File: config.mk
export PLATFORM = sky130hd
export DESIGN_NAME = fetcher
export DESIGN_NICKNAME = d
export VERILOG_FILES = /design/src/rtl/fetch_pkg.sv /design/src/rtl/fetch_align.sv /design/src/rtl/fetcher.sv
export SDC_FILE = /design/constraint.sdc
export NUM_CORES = 1
export LEC_CHECK = 0
export CAP_MARGIN = 20
export CORE_MARGIN = 10
export CORE_UTILIZATION = 40
export DETAILED_ROUTE_END_ITERATION = 12
export GPL_ROUTABILITY_DRIVEN = 0
export SLEW_MARGIN = 15
export SYNTH_ARGS = -nofsm -noshare
export SYNTH_HDL_FRONTEND = slang
export SYNTH_SLANG_ARGS = --single-unit
File: constraint.sdc
create_clock -name clk -period 4.2 [get_ports clk]
set_clock_uncertainty 0.05 [all_clocks]
set_input_delay 0.84 -clock clk [delete_from_list [all_inputs] [get_ports clk]]
set_output_delay 0.84 -clock clk [all_outputs]
set_load 0.05 [all_outputs]
File: src/rtl/fetch_pkg.sv
// Shared fetch-stage definitions: state encoding, instruction lengths and
// the RV32C quadrant test that the decoder uses as well.
package fetch_pkg;

  typedef logic [1:0] fetch_state_t;

  localparam fetch_state_t FETCH   = 2'd0;
  localparam fetch_state_t SPILL   = 2'd1;
  localparam fetch_state_t PRESENT = 2'd2;
  localparam fetch_state_t ERROR   = 2'd3;

  localparam logic [2:0] INSTR_LEN_C = 3'd2;
  localparam logic [2:0] INSTR_LEN_W = 3'd4;

  // Only the two quadrant bits of a halfword decide whether it is compressed.
  function automatic logic is_compressed(input logic [1:0] quadrant);
    return quadrant != 2'b11;
  endfunction

endpackage

File: src/rtl/fetch_align.sv
// Realigns one instruction out of a fetched word. When spill_i is set the
// word is the second half of a straddling 32-bit instruction whose low half
// was saved from the previous word.
module fetch_align
  import fetch_pkg::*;
(
  input  logic [31:0] word_i,
  input  logic [15:0] savedHalf_i,
  input  logic        pcHalf_i,
  input  logic        spill_i,
  output logic [31:0] instr_o,
  output logic [2:0]  length_o,
  output logic        resident_o
);

  logic [15:0] half;

  // Pick the addressed halfword and decide length and whether it is complete.
  always_comb begin
    half       = pcHalf_i ? word_i[31:16] : word_i[15:0];
    instr_o    = word_i;
    length_o   = INSTR_LEN_W;
    resident_o = !pcHalf_i;
    if (spill_i) begin
      instr_o    = {word_i[15:0], savedHalf_i};
      resident_o = 1'b1;
    end else if (is_compressed(half[1:0])) begin
      instr_o    = {16'b0, half};
      length_o   = INSTR_LEN_C;
      resident_o = 1'b1;
    end
  end

endmodule

File: src/rtl/fetcher.sv
// Instruction fetch stage. Reads aligned words, realigns mixed 16/32-bit
// instructions (including word-straddling ones) and hands them one at a time
// to the decoder over a valid/ready handshake. Redirects restart fetch.
module fetcher
  import fetch_pkg::*;
#(
  parameter logic [31:0] RESET_PC = 32'h0000_0000
) (
  input  logic        clk,
  input  logic        reset,
  input  logic        decoder_ready,
  output logic        fetcher_valid,
  output logic [31:0] instr,
  output logic [31:0] fetcher_pc,
  input  logic        redirect,
  input  logic [31:0] redirect_pc,
  output logic        mem_valid,
  output logic [31:0] mem_addr,
  input  logic        mem_ready,
  input  logic [31:0] mem_rdata,
  output logic        fetch_error
);

  fetch_state_t state_q, state_d;
  logic [31:0]  pc_q, pc_d;
  logic [31:0]  word_q, word_d;
  logic [15:0]  savedHalf_q, savedHalf_d;
  logic         valid_q, valid_d;
  logic [31:0]  instr_q, instr_d;
  logic [31:0]  fetcherPc_q, fetcherPc_d;
  logic [2:0]   len_q, len_d;
  logic         fetchError_q, fetchError_d;

  logic [31:0]  pcNext;
  logic [31:0]  wordAddr;
  logic         transfer;
  logic [31:0]  alignWord;
  logic         alignPcHalf;
  logic         alignSpill;
  logic [31:0]  alignInstr;
  logic [2:0]   alignLen;
  logic         alignResident;

  assign pcNext   = pc_q + {29'b0, len_q};
  assign wordAddr = {pc_q[31:2], 2'b00};
  assign transfer = valid_q && decoder_ready;

  assign mem_valid     = !reset && ((state_q == FETCH) || (state_q == SPILL));
  assign mem_addr      = (state_q == SPILL) ? wordAddr + 32'd4 : wordAddr;
  assign fetcher_valid = valid_q;
  assign instr         = instr_q;
  assign fetcher_pc    = fetcherPc_q;
  assign fetch_error   = fetchError_q;

  // In PRESENT the aligner looks ahead into the buffered word for the next
  // instruction; otherwise it works on the word arriving from memory.
  always_comb begin
    alignWord   = mem_rdata;
    alignPcHalf = pc_q[1];
    alignSpill  = (state_q == SPILL);
    if (state_q == PRESENT) begin
      alignWord   = word_q;
      alignPcHalf = pcNext[1];
    end
  end

  fetch_align u_align (
    .word_i      (alignWord),
    .savedHalf_i (savedHalf_q),
    .pcHalf_i    (alignPcHalf),
    .spill_i     (alignSpill),
    .instr_o     (alignInstr),
    .length_o    (alignLen),
    .resident_o  (alignResident)
  );

  // Next-state logic; a redirect overrides whatever the state would do.
  always_comb begin
    state_d      = state_q;
    pc_d         = pc_q;
    word_d       = word_q;
    savedHalf_d  = savedHalf_q;
    valid_d      = valid_q;
    instr_d      = instr_q;
    fetcherPc_d  = fetcherPc_q;
    len_d        = len_q;
    fetchError_d = fetchError_q;
    case (state_q)
      FETCH: begin
        if (mem_ready) begin
          word_d = mem_rdata;
          if (alignResident) begin
            instr_d     = alignInstr;
            fetcherPc_d = pc_q;
            len_d       = alignLen;
            valid_d     = 1'b1;
            state_d     = PRESENT;
          end else begin
            savedHalf_d = mem_rdata[31:16];
            state_d     = SPILL;
          end
        end
      end
      SPILL: begin
        if (mem_ready) begin
          word_d      = mem_rdata;
          instr_d     = alignInstr;
          fetcherPc_d = pc_q;
          len_d       = alignLen;
          valid_d     = 1'b1;
          state_d     = PRESENT;
        end
      end
      PRESENT: begin
        if (transfer) begin
          pc_d = pcNext;
          if (!pcNext[1]) begin
            valid_d = 1'b0;
            state_d = FETCH;
          end else if (alignResident) begin
            instr_d     = alignInstr;
            fetcherPc_d = pcNext;
            len_d       = alignLen;
          end else begin
            valid_d     = 1'b0;
            savedHalf_d = word_q[31:16];
            state_d     = SPILL;
          end
        end
      end
      ERROR: begin
      end
    endcase
    if (redirect) begin
      valid_d      = 1'b0;
      pc_d         = redirect_pc;
      fetchError_d = redirect_pc[0];
      state_d      = redirect_pc[0] ? ERROR : FETCH;
    end
  end

  // State registers with synchronous reset.
  always_ff @(posedge clk) begin
    if (reset) begin
      state_q      <= FETCH;
      pc_q         <= RESET_PC;
      word_q       <= 32'b0;
      savedHalf_q  <= 16'b0;
      valid_q      <= 1'b0;
      instr_q      <= 32'b0;
      fetcherPc_q  <= 32'b0;
      len_q        <= INSTR_LEN_W;
      fetchError_q <= 1'b0;
    end else begin
      state_q      <= state_d;
      pc_q         <= pc_d;
      word_q       <= word_d;
      savedHalf_q  <= savedHalf_d;
      valid_q      <= valid_d;
      instr_q      <= instr_d;
      fetcherPc_q  <= fetcherPc_d;
      len_q        <= len_d;
      fetchError_q <= fetchError_d;
    end
  end

endmodule
# [Yosys cells after proc, flatten, opt, wreduce, memory -nomap -nowiden]
# Cells that the tools add are included.
[op_classes] n_addsub=2 reduce_logical=20 muxes=54 eq_ne=16
[ops] operator="2-to-1 mux 32 bit" n=18
[ops] operator="case mux 32 bit (3 select lines)" n=2
[ops] operator="2-to-1 mux 16 bit" n=6
[ops] operator="adder 32 x 3 -> 32 bit" n=1
[ops] operator="adder 32 x 3 -> 32 bit, second input constant" n=1
[ops] operator="case mux 16 bit (2 select lines)" n=1
[ops] operator="2-to-1 mux 3 bit" n=7
[ops] operator="inequality test 2 bit, second input constant" n=9
[ops] operator="2-to-1 mux 2 bit" n=8
[ops] operator="inequality test 3 bit, second input constant" n=4
[ops] operator="AND reduction 6 bit" n=2
[ops] operator="AND reduction 5 bit" n=2
[ops] operator="2-to-1 mux 1 bit" n=9
[ops] operator="case mux 3 bit (3 select lines)" n=1
[ops] operator="AND reduction 7 bit" n=1
[ops] operator="case mux 2 bit (3 select lines)" n=1
[ops] operator="nonzero test 2 bit" n=3
[ops] operator="inequality test 4 bit, second input constant" n=1
[ops] operator="AND reduction 2 bit" n=2
[ops] operator="nonzero test 4 bit" n=1
[ops] operator="OR reduction 2 bit" n=2
[ops] operator="case mux 1 bit (3 select lines)" n=1
[ops] operator="nonzero test 3 bit" n=1
[ops] operator="== test 2 x 1 -> 1 bit, second input constant" n=1
[ops] operator="other kinds (5)" n=7
[totals] inputBits=69 output_inout_bits=99 ff_bits=151

# [Longest topological paths before layout]
[depth] word_depth=11 depth_mapped=10 depth_no_buf=7

# [By module]
# Synthesis repeated with hierarchy kept, for this count alone.
[hier_totals] hier_cells=1028 area_unflattened_um2=8364.3
[by_module_without_submodules] module="fetcher" instances=1 cells_per_inst=939 seq_area_each_um2=3022.9 area_each_um2=7766.2
[by_module_without_submodules] module="fetch_align" instances=1 cells_per_inst=89 seq_area_each_um2=0.0 area_each_um2=598.1

# [Worst setup path before layout]
# OpenSTA, ideal clock, no wires.
[synth_path] kind="reg-to-output" startpoint="register state_q[0]" endpoint="output port mem_addr[5]" arrival_time_ns=2.590 path_buffers=3 stages_incl_launch_ff=7 slack_ns=0.720 required_ns=3.310 cell_sequence="dfxtp_1 ha_1 clkbuf_1 buf_1 clkbuf_1 nand4_1 xnor2_1"
[synth_via] elab_chain_len=2
[synth_lines] item="start: declaration" line_no="fetcher.sv:24" text="fetch_state_t state_q, state_d;"
[synth_lines] item="start signal: assignment" line_no="fetcher.sv:155" text="state_q <= state_d;"
[synth_lines] item="== test 2 x 1 -> 1 bit" line_no="fetcher.sv:49" text="assign mem_addr = (state_q == SPILL) ? wordAddr + 32'd4 : wordAddr;"
[synth_lines] item="2-to-1 mux 32 bit" line_no="fetcher.sv:49"
[synth_lines] item="end: declaration" line_no="fetcher.sv:18" text="output logic [31:0] mem_addr,"
# No other way between the ends.

# [Worst setup path after layout]
[layout_path] startpoint="register pc_q[3]" endpoint="output port mem_addr[28]"
[layout_via] elab_chain_len=2
[layout_lines] item="start: declaration" line_no="fetcher.sv:25" text="logic [31:0] pc_q, pc_d;"
[layout_lines] item="start signal: assignment" line_no="fetcher.sv:156" text="pc_q <= pc_d;"
[layout_lines] item="adder 32 x 3 -> 32 bit" line_no="fetcher.sv:49"
[layout_lines] item="2-to-1 mux 32 bit" line_no="fetcher.sv:49"
# No other way between the ends.

==> summary.txt <==
===========================================================================================
Status ....................................................................... finished, final reports clean
Worst ir drop on vdd .........................................................     0.280 mV
Gate count of the mapped netlist .............................................          960
Hold Worst Slack .............................................................       407 ps
Number of global-route vias before repair ....................................         7192
Setup Total Neg Slack ........................................................         0 ps
Detail-routed net length per standard cell ...................................      19.0 um
Count of hold buffers inserted by post-cts repair ............................            0
Worst endpoint data arrival time .............................................      2970 ps
Longest individual stage delay on the worst path .............................       670 ps
Relative area change from synthesis to final layout ..........................        27.9%
Total gr overflow ............................................................            0
Quantity of gates resized following cts ......................................            0
Clock-pin slew on the worst setup and hold paths .............................        70 ps
Fin nets .....................................................................         1145
Critical path type ........................................................... register to output port
Number of buffers between clock root and the deepest sink ....................            2
Core box area ................................................................ 0.0211 sq mm
CP cell instances ............................................................ ha_1 -> nand3_1 -> or3_1 -> nor3_2 -> nand2_1 -> xnor2_1 -> buf_12
Average vias per placed instance .............................................         5.41
Worst-path cell with the longest stage delay ................................. sky130_fd_sc_hd__dfxtp_1
Max-slew headroom at the worst pin ...........................................        36.0%
Count of distinct cell types in the synthesized netlist ......................           74
Reported leakage power .......................................................      3.84 nW
Maximum number of pins on one net before global-route repair .................           76
Synth Cell Area .............................................................. 0.00861 sq mm
Final critical-path share of the clock period ................................        91.9%
Worst path bufs/invs .........................................................            1
GRT Total Usage ..............................................................        18.1%
Total number of cells along the worst setup path .............................            7
Leading cell type in the layout, fill and taps excluded ...................... sky130_fd_sc_hd__dfxtp_1
Count of synthesis-stage warnings from yosys .................................            0
Sequential-to-total area share from yosys stat ...............................        34.9%
Ports ........................................................................          168
Vias .........................................................................         7324
Root buf cell ................................................................ sky130_fd_sc_hd__clkbuf_16
Initial core utilization .....................................................        40.8%
Fin area ..................................................................... 0.0110 sq mm
Minimum clock period after layout ............................................      3860 ps
Actual slew at the worst max-slew pin ........................................       960 ps
Antenna diode instance count .................................................            0
Post-layout total power ......................................................      5.32 mW
Setup slack after layout .....................................................       338 ps
Final ANT Viol Nets ..........................................................            0
Source-to-sink clock delay at the later pin of the worst-skew pair ...........       430 ps
Detailed Routing Iterations Pass 1 ...........................................            5
Remaining design rule violation count ........................................            0
Cell family with the largest share of critical-path delay .................... simple AND/OR/NAND/NOR gates
Reg2reg path depth ...........................................................            7
Final Hold Viols .............................................................            0
Number of enable-type register cells in the synthesized netlist ..............            0
Number of cell rows ..........................................................           53
Fraction of final layout cells with drive strength greater than 1 ............        16.0%
Hold-critical path depth .....................................................            2
Element type at the critical path start ......................................     register
Required time of the worst setup path ........................................      3310 ps
Number of design-rule violations left by the first detailed-router iteration .          497
Unrepaired setup endpoints after global routing ..............................           no
Most frequent cells in the layout ............................................ sky130_fd_sc_hd__dfxtp_1, sky130_fd_sc_hd__clkdlybuf4s50_1, sky130_fd_sc_hd__nand2_1, sky130_fd_sc_hd__nor2_1, sky130_fd_sc_hd__a21oi_1
Count of H-tree levels built during CTS ......................................            4
Die footprint ................................................................ 0.0278 sq mm
Number of antenna violations at the first check in global routing ............            0
Number of synthesized register bits ..........................................          150
Post-placement worst setup slack .............................................       822 ps
Mean cell area of the mapped netlist .........................................   8.97 sq um
DRT Wirelength ...............................................................      25.7 mm
Finish-stage setup viols .....................................................            0
Path class of the lowest-slack min-delay path ................................ register to register
TritonCTS clock tree .........................................................          yes
CP Max Fanout ................................................................           15
Worst setup EP type ..........................................................  output port
Vert. Die Dim ................................................................       167 um
Clock sink total .............................................................          150
Cell area after placement .................................................... 0.0104 sq mm
Fmax .........................................................................      259 MHz
Share of flip-flops with an asynchronous set or reset ........................           0%
Top FF cell, synth ........................................................... sky130_fd_sc_hd__dfxtp_1
Die Width ....................................................................       167 um
Number of clock buffers inserted by TritonCTS ................................           17
Global-route wire length before repair .......................................      41.5 mm
DP HPWL ......................................................................      18.5 mm
Max capacitance violation total ..............................................            0
I/O Buffers ..................................................................          165
Setup bufs post-CTS ..........................................................            0
Slew Viols, Final ............................................................            0
Pwr dens .....................................................................  483 mW/mm^2
===========================================================================================
-- worst paths after layout --
check | endpoint | from | slack [ps]
worst max-delay path | mem_addr[28] | pc_q[3] | 340
worst min-delay path | word_q[1] | word_q[1] | 410
worst max register to register | instr[19] | state_q[0] | 1320
worst min register to register | word_q[1] | word_q[1] | 410
-- Yosys cell counts (25+ instances only) --
cell / count / share of area [%]
sky130_fd_sc_hd__xnor2_1: 43 / 4.4
sky130_fd_sc_hd__a211oi_1: 31 / 2.7
sky130_fd_sc_hd__buf_2: 28 / 1.6
sky130_fd_sc_hd__dfxtp_1: 150 / 35
sky130_fd_sc_hd__nand2_1: 133 / 5.8
sky130_fd_sc_hd__nor2_1: 103 / 4.5
sky130_fd_sc_hd__xor2_1: 36 / 3.7
sky130_fd_sc_hd__a211oi_2: 29 / 4.2
sky130_fd_sc_hd__clkbuf_1: 33 / 1.4
sky130_fd_sc_hd__a21oi_1: 79 / 4.6
sky130_fd_sc_hd__mux4_2: 26 / 6.8
sky130_fd_sc_hd__mux2i_1: 25 / 2.9
-- flip-flops by register name (all words and copies together), names as in the netlist --
signal / cells
state_q: 2
fetcher_valid: 1
fetcher_pc: 32
pc_q: 32
savedHalf_q: 16
word_q: 32
instr: 32
fetch_error: 1
len_q: 2
-- power breakdown --
group,internal (mW),switching (mW),total [mW]
sequential,1.62,0.162,1.78
combinational,0.738,1.23,1.97
clock,0.818,0.762,1.58
-- layout make-up --
class                   count  area [sq um]
flip-flops and latches    150          3000
fillers                  1993         10100
repair buffers            181          1950
well taps                 275           344
inverters                  10          37.5
clock buffers              17           425
multi-input cells         707          5060
clock inverters            15           196
-- tightest hold or removal path: cells and delay by family, from the launching register on --
family / cells / cell delay, ps
AOI/OAI and AO/OA: 1 / 50
DFF: 1 / 310
and+or+nand+nor: 1 / 50
-- layer usage --
layer  routed length [um]  track usage, %  vias up  part of all wire (%)
li1                     -               -     3622                     -
met1                12200            24.6     3491                    47
met2                12000            28.5      192                    47
met3                 1270            3.95       19                   4.9
met4                  244            4.05        0                  0.95
met5                    0               0        -                     0
-- stage by stage --
| stage | instances | util [%] |
|---|---|---|
| 2_1_floorplan | 961 | - |
| 3_3_place_gp | 1322 | 49.3 |
| 3_5_place_dp | 1323 | 49.3 |
| 4_1_cts | 1355 | 52.3 |
| 5_1_grt | 1355 | 52.3 |
| 6_report | 1355 | 52.3 |
-- cell families (layout without fill, tap and decap cells) --
group / Yosys count / count (layout) / synth area share (%)
AND/OR/NAND/NOR: 354 / 354 / 21.0
AO/OA/AOI/OAI: 205 / 205 / 17.4
flip-flops: 150 / 150 / 34.9
buffers and inverters: 104 / 223 / 6.58
XOR/XNOR: 79 / 79 / 8.03
multiplexers: 58 / 58 / 10.7
adder cells (fa/ha/maj): 9 / 9 / 1.39
other: 1 / 2 / 0.0435
Note: power is estimated with default switching activity, not from simulation.
